===== src/rtl/ft_sat_counter.sv =====
// Saturating up-counter with synchronous clear; clear wins over increment.
module ft_sat_counter #(
  parameter int W = 8
) (
  input  logic         clk_i,
  input  logic         rst_i,
  input  logic         inc_i,
  input  logic         clr_i,
  output logic [W-1:0] count_o
);

  always_ff @(posedge clk_i or posedge rst_i) begin
    if (rst_i)                         count_o <= '0;
    else if (clr_i)                    count_o <= '0;
    else if (inc_i && count_o != '1)   count_o <= count_o + 1'b1;
  end

endmodule


===== config.mk =====
export PLATFORM = sky130hd
export DESIGN_NAME = ft_sat_counter
export DESIGN_NICKNAME = d
export VERILOG_FILES = /design/src/rtl/ft_sat_counter.sv
export SDC_FILE = /design/constraint.sdc
export NUM_CORES = 1
export LEC_CHECK = 0
export ABC_AREA = 1
export CAP_MARGIN = 10
export CORE_AREA = 2 2 39 41
export CTS_CLUSTER_SIZE = 14
export DETAILED_ROUTE_END_ITERATION = 7
export DIE_AREA = 0 0 41 43
export GPL_TIMING_DRIVEN = 1
export PLACE_DENSITY = 0.73
export SKIP_CTS_REPAIR_TIMING = 1
export SYNTH_ARGS = -nofsm -noshare
export SYNTH_HDL_FRONTEND = slang
export SYNTH_SLANG_ARGS = --single-unit

===== constraint.sdc =====
create_clock -name clk_i -period 1.75 [get_ports clk_i]
set_input_delay 0.4375 -clock clk_i [delete_from_list [all_inputs] [get_ports clk_i]]
set_output_delay 0.4375 -clock clk_i [all_outputs]
set_load 0.005 [all_outputs]

# Yosys cells after proc, flatten, opt, wreduce, memory -nomap -nowiden
# Cells that the tools add are included.
[classes] addsub=1 eq_ne=1 muxes=2 reduce_logical=2
[ops] op="8-bit 2-to-1 mux" n=2
[ops] op="8-bit by 1-bit adder with 8-bit output, second input constant" n=1
[ops] op="8-bit != test, second input constant" n=1
[ops] op="2-bit nonzero test" n=1
[ops] op="1-bit logical AND" n=1
[totals] reg_bits=8 inputBits=4 output_inout_bits=8 wordCells=7

# Depth between registers and ports, before layout
# Gate-level depths: netlist of the first run.
[depth] ltp_word=4 mapped_depth=9 mapped_depth_nobuf=9

# Worst setup path before layout of the first run
# Ideal clock, no wire load.
[synth_path] path_kind="register to register" from="register count_o[0]" to="register count_o[4]" setup_ns=0.065 t_arrival_ns=1.218 t_required_ns=1.685 setup_slack_ns=0.468 stages_incl_launch_ff=9 n_path_buf=0 period_less_slack_ns=1.282 cell_sequence="dfrtp_1 -> ha_1 -> nand2_2 -> nor2_4 -> nand2_2 -> nand2_4 -> nor2_1 -> nand2_1 -> nand2_1"
[synth_between] elab_chain_cells=3 word_cells_on_any_way=6 cone_classes="1 x add/sub; 1 x eq/ne; 2 x mux; 2 x reduce/logical"
[synth_lines] element="start, declared" line="9" text="output logic [W-1:0] count_o"
[synth_lines] element="start signal, assigned" line="15" text="else if (inc_i && count_o != '1) count_o <= count_o + 1'b1;"
[synth_lines] element="8-bit by 1-bit adder with 8-bit output / 8-bit != test (equally long branches)" line="15"
[synth_lines] element="8-bit 2-to-1 mux / 1-bit logical AND (equally long branches)" line="15"
[synth_lines] element="8-bit 2-to-1 mux / 2-bit nonzero test (equally long branches)"
# Parallel ways exist; a longest one is shown, timed or not. The select of a mux whose other input is x is not followed.
# A chain may end at the register's enable or synchronous reset.

# Final worst setup path of the first run
[layout_path] from="register count_o[5]" to="output count_o[5]"
# No word-level cell between the ends.

==> impl_metrics.yaml, run 1 <==
clock_tree:
  clkSlewWorstSetupHoldPaths_ps: 50
  cts_tree: "built"
  root_buffer: "clkbuf_4"
  h-tree-depth: 1
  clock_tree.buffer_depth: 2
  clock_latency_ps: 260
  cts_made_buffers: 3
  cts_sinks: 8
die:
  dieArea_mm2: 0.00176
  core_mm2: 0.00138
  row_count: 14
  die_x_um: 41
  die_y_um: 43
  initial_core_util: 0.366
  ioPinCount: 12
sta:
  fin_hold_ws_ps: 418
  slew_violations: 0
  period_minus_slack_ps: 1710
  fmax_mhz: 585
  worst_slack_ps: 41.2
  setup_viol: 0
  finClkSkew_ps: 2.07
  tns_ps: 0
  min_period_over_period: 0.976
  relSlewSlack: 0.787
  tightest_slew_ps: 319
  hold_violations: 0
  rsz0062_at_grt: "no"
pwr:
  total_power_mw: 0.391
  power_leakage_nw: 0.343
  power_density_mw_per_mm2: 593
  vdd_drop_max_uv: 373
cells_and_area:
  layout_commonest_cell: "nand2_1"
  largest_register_ffs: 8
  largestRegisters: "count_o: 8 flops"
  fin_nets: 90
  top_register: "count_o"
  nFillCells: 128
  regArea_um2: 200
  layout_common_cells: "nand2_1, clkdlybuf4s50_1, inv_1"
  diodes: 0
  multi_input_area_um2: 260
  syn_to_final_growth_pct: 30.1
  layout-drive-gt1-share: 0.120
synthesis:
  ys_types: 16
  syn_area_per_cell_um2: 7.34
  syn-num-nets: 74
  postSynthCellCount: 69
  yosysSeqAreaShare: 0.395
  synth.cell_area_um2: 507
  ys_seq_elements: 8
  synth_warnings: 0
setup_path:
  critPathKind: "flop to output pin"
  endpoint_kind: "output pin"
  cp_top_family: "buffers and inverters"
  critical-path-slowest-cell: "clkdlybuf4s50_1"
  slowest_delay_ps: 550
  cp.depth: 1
  cp.required_ps: 1310
  reg2reg_depth: 8
  worst_ep_arrival_time_ps: 1270
  cp-start-kind: "flop"
  crit_fanout: 6
  crit_path_cell_trace: "clkdlybuf4s50_1"
  crit_buf_inv: 1
worst_hold_path:
  hold_class: "primary input to async pin"
place:
  dpl.hpwl_um: 794
  portBuffers: 11
  post-place-ws_ps: 214
  gp_congestion: 0.775
detailed_routing:
  wl_per_cell_um: 10.3
  drc: 0
  firstDrtPassIters: 4
  drt_iter0_drc: 6
  ant_nets: 0
  drt-total-wl_mm: 1.02
  vias: 458
  via_per_inst: 4.63
global_routing:
  antenna_found_initial: 0
  grt_max_degree: 9
  grt_pass1_vias: 425
  track_usage: 0.153
  grt_overflow: 0
  grt_pass1_wl_mm: 1.74
job:
  max_cap_violations: 0
outcome:
  status: "finished clean"
[cells by family (layout without fill, tap and decap cells)]
family | after synthesis | in the layout | synth area share
adder cells (fa/ha/maj) | 1 | 1 | 0.0247
AND/OR/NAND/NOR | 42 | 42 | 0.390
flip-flops | 8 | 8 | 0.395
XOR/XNOR | 4 | 4 | 0.0691
buffers and inverters | 11 | 25 | 0.0914
AO/OA/AOI/OAI | 3 | 3 | 0.0296
[cell type report]
type,count,area share
well taps,16,0.0304
inverters,11,0.0702
repair buffers,11,0.167
flip-flops and latches,8,0.304
multi-input cells,50,0.395
clock buffers,3,0.0342
[synthesized netlist by cell type, drive strengths merged]
| cell type | instances | area share |
|---|---|---|
| clkinv | 1 | 0.017 |
| xor2 | 3 | 0.052 |
| ha | 1 | 0.025 |
| nor2 | 7 | 0.072 |
| inv | 10 | 0.074 |
| nand3 | 5 | 0.049 |
| o21ai | 1 | 0.0099 |
| nand2 | 29 | 0.25 |
| nor3b | 1 | 0.015 |
| dfrtp | 8 | 0.40 |
| a21oi | 2 | 0.020 |
| xnor2 | 1 | 0.017 |
[stage by stage]
step,util,instances,area [um^2]
after floorplan,-,69,507
after global placement,0.460,96,637
after detailed placement,0.460,96,637
after CTS,0.476,99,659
after global routing,0.476,99,659
final,0.476,99,659
[metal layers]
metal  share of wire  GRT usage  wire length (um)
met3           0.042     0.0314                43
met2            0.45      0.219               459
met5               0          0                 0
met1            0.46      0.189               471
met4           0.043      0.120                44
[worst paths after layout]
kind	startpoint	end	slack, ps
worst max register to register	count_o[0]	count_o[6]	330
worst min-delay path	rst_i	count_o[3]	420
worst max-delay path	count_o[5]	count_o[5]	40
min in group clk_i	count_o[1]	count_o[1]	520
max in group asynchronous	rst_i	count_o[7]	1100
worst min register to register	count_o[1]	count_o[1]	520
[where the power goes]
group	switching (mW)	total (mW)	internal, mW
registers	0.00647	0.198	0.191
logic	0.0251	0.0500	0.0248
clock network	0.0652	0.144	0.0786
No activity file was read; power rests on OpenSTA's default activity.
==> run 2: changes to the inputs <==
- CTS_CLUSTER_DIAMETER: unset -> 50
==> results of run 2 <==
The final DEF is identical to that of run 1; final timing and power are the same.
